## src/rtl/udp_gmii_frame_tx.sv

```systemverilog
// udp_gmii_frame_tx
// Wraps an 8-bit AXI-Stream payload into an Ethernet II / IPv4 / UDP frame
// and drives it onto a GMII transmit interface (tx_en_o / tx_d_o).
// Build option UDP_GMII_FCS_EN: when defined, the CRC-32 FCS is computed and
// appended after the last data/pad byte. When undefined no CRC logic exists
// and the frame goes straight from PAYLOAD/PAD into the inter-frame gap.
module udp_gmii_frame_tx #(
  parameter int GMII_WIDTH      = 8,
  parameter int PAYLOAD_WIDTH   = 11,
  parameter int AXIS_DATA_WIDTH = 8,
  parameter int IFG_CYCLES      = 12
) (
  input  logic                       clk_i,
  input  logic                       rstn_i,
  input  logic [AXIS_DATA_WIDTH-1:0] s_axis_tdata,
  input  logic                       s_axis_tvalid,
  input  logic                       s_axis_tlast,
  output logic                       s_axis_tready,
  input  logic [PAYLOAD_WIDTH-1:0]   payload_bytes_i,
  input  logic [47:0]                fpga_mac_i,
  input  logic [47:0]                host_mac_i,
  input  logic [31:0]                fpga_ip_i,
  input  logic [31:0]                host_ip_i,
  input  logic [15:0]                fpga_port_i,
  input  logic [15:0]                host_port_i,
  output logic                       tx_en_o,
  output logic [GMII_WIDTH-1:0]      tx_d_o,
  output logic                       underrun_o
);

  localparam int MAX_PAYLOAD = 1472;

  typedef enum logic [3:0] {
    IDLE,
    PREAMBLE,
    ETH_HDR,
    IP_HDR,
    UDP_HDR,
    PAYLOAD,
    PAD,
`ifdef UDP_GMII_FCS_EN
    FCS,
`endif
    IFG
  } state_t;

`ifdef UDP_GMII_FCS_EN
  localparam state_t AFTER_DATA = FCS;
`else
  localparam state_t AFTER_DATA = IFG;
`endif

  // IPv4 header checksum: end-around-carry sum of the ten header words with
  // the checksum word as zero; only total_len and the addresses vary.
  function automatic logic [15:0] ip_csum(input logic [15:0] tot_len,
                                          input logic [31:0] src,
                                          input logic [31:0] dst);
    logic [19:0] s;
    s = 20'h04500 + 20'(tot_len) + 20'h04011 +
        20'(src[31:16]) + 20'(src[15:0]) + 20'(dst[31:16]) + 20'(dst[15:0]);
    s = {4'd0, s[15:0]} + {16'd0, s[19:16]};
    s = {4'd0, s[15:0]} + {16'd0, s[19:16]};
    return ~s[15:0];
  endfunction

`ifdef UDP_GMII_FCS_EN
  // One byte of the reflected Ethernet CRC-32 (poly 0xEDB88320).
  function automatic logic [31:0] crc32_byte(input logic [31:0] crc,
                                             input logic [7:0]  b);
    logic [31:0] c;
    c = crc ^ {24'd0, b};
    for (int i = 0; i < 8; i++) begin
      c = c[0] ? ((c >> 1) ^ 32'hEDB88320) : (c >> 1);
    end
    return c;
  endfunction
`endif

  state_t                  state_p0, state_n;
  logic [10:0]             cnt_p0, cnt_n;
  logic                    eop_p0, eop_n;
  logic                    tready_p0, tready_n;
  logic                    en_n, ur_n, start, accepted;
  logic [GMII_WIDTH-1:0]   byte_n;
  logic [10:0]             n_start;

  // Frame context latched on the start cycle
  logic [10:0]             n_p0;
  logic [47:0]             fpga_mac_p0, host_mac_p0;
  logic [31:0]             fpga_ip_p0, host_ip_p0;
  logic [15:0]             fpga_port_p0, host_port_p0;
  logic [15:0]             csum_p1;

  logic [15:0]             tot_len, udp_len;
  logic [335:0]            hdr_vec;
  logic [8:0]              hdr_bit;
  logic [7:0]              hdr_byte;

  assign tot_len  = 16'd28 + 16'(n_p0);
  assign udp_len  = 16'd8 + 16'(n_p0);
  // 42 header bytes (Ethernet 14, IPv4 20, UDP 8), first byte in the MSBs;
  // cnt_p0 walks 0..41 across the three header states.
  assign hdr_vec  = {host_mac_p0, fpga_mac_p0, 16'h0800,
                     16'h4500, tot_len, 16'h0000, 16'h0000, 8'h40, 8'h11,
                     csum_p1, fpga_ip_p0, host_ip_p0,
                     fpga_port_p0, host_port_p0, udp_len, 16'h0000};
  assign hdr_bit  = 9'd335 - {cnt_p0[5:0], 3'b000};
  assign hdr_byte = hdr_vec[hdr_bit -: 8];

  assign n_start = (32'(payload_bytes_i) > 32'(MAX_PAYLOAD)) ?
                   11'(MAX_PAYLOAD) : 11'(payload_bytes_i);

`ifdef UDP_GMII_FCS_EN
  logic [31:0] crc_p1;
  logic [31:0] fcs_word;
  logic [7:0]  fcs_byte;
  assign fcs_word = ~crc_p1;
  assign fcs_byte = fcs_word[{cnt_p0[1:0], 3'b000} +: 8];
`endif

  assign s_axis_tready = tready_p0;

  // Next state and the byte to be registered onto GMII next cycle
  always_comb begin
    state_n  = state_p0;
    cnt_n    = cnt_p0;
    eop_n    = eop_p0;
    byte_n   = '0;
    en_n     = 1'b0;
    ur_n     = 1'b0;
    start    = 1'b0;
    accepted = tready_p0 & s_axis_tvalid;
    case (state_p0)
      IDLE: begin
        if (s_axis_tvalid && (payload_bytes_i != '0)) begin
          start   = 1'b1;
          eop_n   = 1'b0;
          en_n    = 1'b1;
          byte_n  = 8'h55;
          state_n = PREAMBLE;
          cnt_n   = 11'd1;
        end
      end
      PREAMBLE: begin
        en_n = 1'b1;
        if (cnt_p0 == 11'd7) begin
          byte_n  = 8'hD5;
          state_n = ETH_HDR;
          cnt_n   = '0;
        end else begin
          byte_n = 8'h55;
          cnt_n  = cnt_p0 + 11'd1;
        end
      end
      ETH_HDR, IP_HDR, UDP_HDR: begin
        en_n   = 1'b1;
        byte_n = hdr_byte;
        cnt_n  = cnt_p0 + 11'd1;
        if (cnt_p0 == 11'd13) state_n = IP_HDR;
        if (cnt_p0 == 11'd33) state_n = UDP_HDR;
        if (cnt_p0 == 11'd41) begin
          state_n = PAYLOAD;
          cnt_n   = '0;
        end
      end
      PAYLOAD: begin
        en_n   = 1'b1;
        byte_n = accepted ? s_axis_tdata : '0;
        ur_n   = tready_p0 & ~s_axis_tvalid;
        if (accepted && s_axis_tlast) eop_n = 1'b1;
        if (cnt_p0 == n_p0 - 11'd1) begin
          if (n_p0 < 11'd18) begin
            state_n = PAD;
            cnt_n   = cnt_p0 + 11'd1;
          end else begin
            state_n = AFTER_DATA;
            cnt_n   = '0;
          end
        end else begin
          cnt_n = cnt_p0 + 11'd1;
        end
      end
      PAD: begin
        en_n = 1'b1;
        if (cnt_p0 == 11'd17) begin
          state_n = AFTER_DATA;
          cnt_n   = '0;
        end else begin
          cnt_n = cnt_p0 + 11'd1;
        end
      end
`ifdef UDP_GMII_FCS_EN
      FCS: begin
        en_n   = 1'b1;
        byte_n = fcs_byte;
        if (cnt_p0 == 11'd3) begin
          state_n = IFG;
          cnt_n   = '0;
        end else begin
          cnt_n = cnt_p0 + 11'd1;
        end
      end
`endif
      IFG: begin
        if (cnt_p0 >= 11'(IFG_CYCLES - 1)) begin
          state_n = IDLE;
          cnt_n   = '0;
        end else begin
          cnt_n = cnt_p0 + 11'd1;
        end
      end
      default: begin
        state_n = IDLE;
        cnt_n   = '0;
      end
    endcase
    tready_n = (state_n == PAYLOAD) && !eop_n;
  end

  // Control state and registered GMII / AXIS outputs
  always_ff @(posedge clk_i) begin
    if (!rstn_i) begin
      state_p0   <= IDLE;
      cnt_p0     <= '0;
      eop_p0     <= 1'b0;
      tready_p0  <= 1'b0;
      tx_en_o    <= 1'b0;
      tx_d_o     <= '0;
      underrun_o <= 1'b0;
    end else begin
      state_p0   <= state_n;
      cnt_p0     <= cnt_n;
      eop_p0     <= eop_n;
      tready_p0  <= tready_n;
      tx_en_o    <= en_n;
      tx_d_o     <= byte_n;
      underrun_o <= ur_n;
    end
  end

  // Frame context capture, header checksum and running CRC
  always_ff @(posedge clk_i) begin
    if (start) begin
      n_p0         <= n_start;
      fpga_mac_p0  <= fpga_mac_i;
      host_mac_p0  <= host_mac_i;
      fpga_ip_p0   <= fpga_ip_i;
      host_ip_p0   <= host_ip_i;
      fpga_port_p0 <= fpga_port_i;
      host_port_p0 <= host_port_i;
    end
    if (state_p0 == PREAMBLE) begin
      csum_p1 <= ip_csum(tot_len, fpga_ip_p0, host_ip_p0);
    end
`ifdef UDP_GMII_FCS_EN
    if (start) begin
      crc_p1 <= '1;
    end else if (state_p0 inside {ETH_HDR, IP_HDR, UDP_HDR, PAYLOAD, PAD}) begin
      crc_p1 <= crc32_byte(crc_p1, byte_n);
    end
`endif
  end

endmodule

```

## config.mk

```make
export PLATFORM = sky130hd
export DESIGN_NAME = udp_gmii_frame_tx
export DESIGN_NICKNAME = d
export VERILOG_FILES = /design/src/rtl/udp_gmii_frame_tx.sv
export SDC_FILE = /design/constraint.sdc
export NUM_CORES = 1
export LEC_CHECK = 0
export CAP_MARGIN = 40
export CORE_ASPECT_RATIO = 1.2
export CORE_UTILIZATION = 49
export DETAILED_ROUTE_END_ITERATION = 16
export GPL_TIMING_DRIVEN = 0
export PLACE_DENSITY = 0.86
export SKIP_LAST_GASP = 1
export SYNTH_ARGS = -nofsm -noshare
export SYNTH_HDL_FRONTEND = slang
export SYNTH_SLANG_ARGS = --single-unit
export TNS_END_PERCENT = 50
```

## constraint.sdc

```tcl
create_clock -name clk_i -period 8.59 [get_ports clk_i]
set_input_delay 0.859 -clock clk_i [delete_from_list [all_inputs] [get_ports clk_i]]
set_output_delay 0.859 -clock clk_i [all_outputs]
set_load 0.005 [all_outputs]
```

==> results <==
- The maximum number of buffers from clock root to sink is 3.
- For this configuration, the core starts out at a cell density of 50.3%.
- Among all stages on the critical path, the largest delay is contributed by fa_1.
- The maximum number of pins on one net before global-route repair is 119.
- In this run the horizontal extent of the chip is approximately 160 um.
- In this run the remaining antenna-violating nets after routing total 0.
- The count of cells along the worst hold path is 1.
- Fill cells in the final layout number 1962.
- The first detailed-routing pass took 5 iterations.
- At the pin with the least slew margin, the transition time is around 0.92 ns.
- The number of placed instances with taps included is 1707.
- The class of the most critical setup path is reg -> reg.
- The number of hold-repair buffers added at the cts stage is 0.
- The layout-stage area growth over the synthesis result is 32.3%.
- In the final layout, the share of cells above drive strength 1 is 15.8%.
- The number of synthesized flops with an enable pin is roughly 220.
- Data on the critical path arrives at its endpoint at 8.66 ns.
- The cell area reported after detailed placement is 16600 um^2.
- The combined area of all synthesized cells is 13800 um^2.
- The total of flip-flops plus latches after synthesis is ~250.
- The total routing usage reported by global routing is 27.6%.
- In this run the count of I/O pins placed on the die edge is between 200 and 250.
- The initial antenna violation count is 2.
- Counting stages on the worst path, the most repeated cell is a21o_1.
- The post-route cell area is 18200 um^2.
- After synthesis, the most frequently instantiated cells are edfxtp_1, inv_1, nand2_1.
- The total vias in the final route is around 10000.
- The worst min-delay path class is reg -> reg.
- The mean instance size in the synthesized netlist is 12.5 um^2.
- The number of global-route vias before repair came to ~11000.
- The cell sitting at the root of the clock tree is a clkbuf_16.
- When the netlist entered floorplanning its net count stood at 1412.
- In the synthesized netlist, the number of instances is 1102.
- The total leakage power is 6.78 nW.
- The worst setup slack after placement is -1.51 ns.
- TritonCTS built the clock tree.
- The die boundary height is 186 um.
- The die covers 28800 um^2.
- Between clock sinks in the finished design, the worst skew comes to 0.0360 ns.
- The startpoint type of the worst setup path is a register.
- The register-to-register path setup slack is 0.22 ns.
- The first routing iteration left approximately 900 violations.
- The most frequently used cell type in the post-synthesis netlist is edfxtp_1.
- The number of failing setup endpoints in the final timing report is 0.
- In this run the core area contains 66 standard-cell rows.
- The total number of H-tree levels is 1.
- The share of the cycle needed by the critical path after routing is around 97%.
- Buffers placed on the I/O ports in this run total 225.
- The worst slew slack as a fraction of its limit is between 30% and 40%.
- The synthesized design spends more area on one cell type than any other, namely edfxtp_1.
- The async set-reset flop share out of synthesis is 0%.
- The most used flip-flop cell after synthesis is edfxtp_1.
- The cell area power density is between 200 and 250 nW/um^2.
- The core region is about 27000 um^2.
- The finished layout holds approximately 1800 standard cells, fillers aside.
- The congestion estimate from routability-driven global placement came to 0.934.
- The count of endpoints failing hold in the final timing report was 0.
- After detailed routing, the number of remaining DRC violations is 0.
- After the last flow step, the layout net total stands at 1709.
- The run finished with clean final reports.
- For this block, the routed nets add up to between 40 and 50 mm of wire.
- The max-cap check violation count is 0.
- For hold timing, the worst endpoint is underrun_o.
- The highest ir drop seen on vdd is 201 uV.
- The biggest fanout along the worst timing path is 5.
- The number of different library cells in the post-synthesis netlist is 80.
- The depth of the worst register-to-register path is 38.
- Clock latency on the worst-skew pair, taken at its later pin, is about 0.57 ns.
- The area occupied by multi-input gates is 6340 um^2.
- The worst hold path begins at s_axis_tready.
- The worst setup path is captured at a register.
- Yosys attributes the largest share of cell area to edfxtp_1, mux4_2, fa_1, ha_1, dfxtp_1.
- On the worst path, the slowest cell contributes a delay of 0.53 ns.
- Clock tree synthesis found a total of 246 sinks.
- The wire length of the first global-routing pass is 59.4 mm.
- The sequential element share of the synthesized area is between 50% and 60%.
- Detailed placement finished with a half-perimeter wire length of 29.8 mm.
- The count of pins over their slew limit is 0.
- Clock-pin slew was measured on the worst setup and hold paths at 0.07 ns.
- Counting the buffers created by CTS gives 26.
- The worst register-to-register path begins at n_p0[3].
- The design draws about 4 mW.
- The sequential cell area is 7120 um^2.
- The average wire per standard cell is between 20 and 25 um.
- For this run, the number of Yosys warnings is 0.
- Summed over all layers, the global routing overflow is 0.
- The worst register-to-register path ends at csum_p1[14].
- The final critical-path setup slack is 0.216 ns.
- The worst path needs 8.37 ns of the cycle, external delays included.
- Using the TritonRoute via totals, the vias-per-cell ratio works out to 5.78.
- The maximum clock frequency is 0.119 GHz.
- The data required time at the worst endpoint is 8.87 ns.
- The share of Yosys cell area claimed by the top area cell type is 47.7%.
[critical path, delay by kind of cell (launching register included)]
kind / cells / cell delay [ns]
DFF: 1 / 0.45
xor gates and xnor gates: 3 / 0.50
adders and majority gates: 7 / 2.49
and+or+nand+nor: 11 / 2.03
AOI/OAI and AO/OA: 11 / 2.08
buffers and inverters: 6 / 0.54
[timing repair]
action,CTS,global route
buffers inserted,17,25
endpoints found under the setup margin,15,10
pin swaps,6,32
gates resized for setup,27,59
[cells by family (layout without fill, tap and decap cells)]
family / count (synthesis) / after routing / share of synthesized area (%)
fa+ha+maj: 96 / 96 / 11.1
buf+inv: 187 / 504 / 5.33
mux: 61 / 61 / 8.19
simple gates: 245 / 245 / 9.47
flops: 246 / 246 / 51.6
other cells: 1 / 5 / 0.0272
xor+xnor: 69 / 69 / 4.38
compound gates: 197 / 197 / 9.84
[worst max-delay path by stage]
| stage | from | to | slack, ns |
|---|---|---|---|
| 6_report | n_p0[3] | csum_p1[14] | 0.22 |
| 4_1_cts | n_p0[3] | csum_p1[12] | 0.01 |
| 3_5_place_dp | n_p0[2] | csum_p1[12] | -1.51 |
| 3_3_place_gp | n_p0[2] | csum_p1[12] | -1.37 |
| 2_1_floorplan | n_p0[2] | csum_p1[12] | 0.03 |
| 5_1_grt | n_p0[3] | csum_p1[15] | -0.08 |
[final cells by class]
type,count,share of cell area [%]
buffer,46,1.16
clock buffer,28,3.61
inverter,137,2.89
antenna,4,0.0549
clock inverter,20,1.33
multi-input combinational,669,34.7
sequential,246,39.0
tap,374,2.57
timing repair buffer,273,14.6
[placed cells by master, fill, tap and decap left out, types with 9 or more instances in the layout]
cell type,synthesis,final
fa_1,45,44
nor3_1,24,21
and2_1,9,9
clkbuf_16,0,26
xor2_1,23,20
a211oi_1,12,9
a21oi_1,49,44
o21ai_0,28,26
mux2i_1,15,15
mux4_2,41,41
nor4bb_1,9,9
nand2_1,56,53
a31o_1,9,9
nor2b_1,16,13
dfxtp_1,27,27
and3_1,12,11
inv_1,135,128
ha_4,0,11
clkbuf_1,33,32
clkdlybuf4s50_1,0,225
buf_4,0,40
ha_1,50,37
nor2_1,51,48
o21ai_1,11,11
edfxtp_1,219,219
xnor2_1,46,42
nand3_1,21,21
[layer usage]
metal  wire length (um)  track usage (%)  part of all wire (%)  vias up
met3               3050             4.68                   7.6      118
li1                   -                -                     -     4627
met1              14200             32.1                    35     5085
met4               2050             13.0                   5.1        0
met5                  0                0                     0        -
met2              20800             49.6                    52      548
[per-stage QoR]
step | utilization, % | setup TNS [ns] | hold WS, ns
after CTS | 64.7 | 0 | 0.529
final | 66.5 | 0 | 0.518
after floorplan | - | 0 | 0.489
after global routing | 66.5 | -0.224 | 0.554
after detailed placement | 60.6 | -11.37 | 0.517
after global placement | 60.3 | -10.09 | 0.511
[sequential cells by signal, summed over array words and instances (netlist names), 4 cells and up]
register      count
fpga_ip_p0       32
fpga_port_p0     16
cnt_p0           11
host_ip_p0       32
csum_p1          16
host_port_p0     16
fpga_mac_p0      48
host_mac_p0      48
state_p0          4
tx_d_o            8
n_p0             11
[power breakdown]
part / internal (mW) / leakage [nW] / total (mW) / switching, mW
combinational: 0.635 / 4.09 / 1.46 / 0.820
sequential: 1.40 / 2.26 / 1.42 / 0.0223
clock: 0.684 / 0.428 / 1.19 / 0.502
total: 2.72 / 6.78 / 4.06 / 1.34
Note: power is estimated with default switching activity, not from simulation.
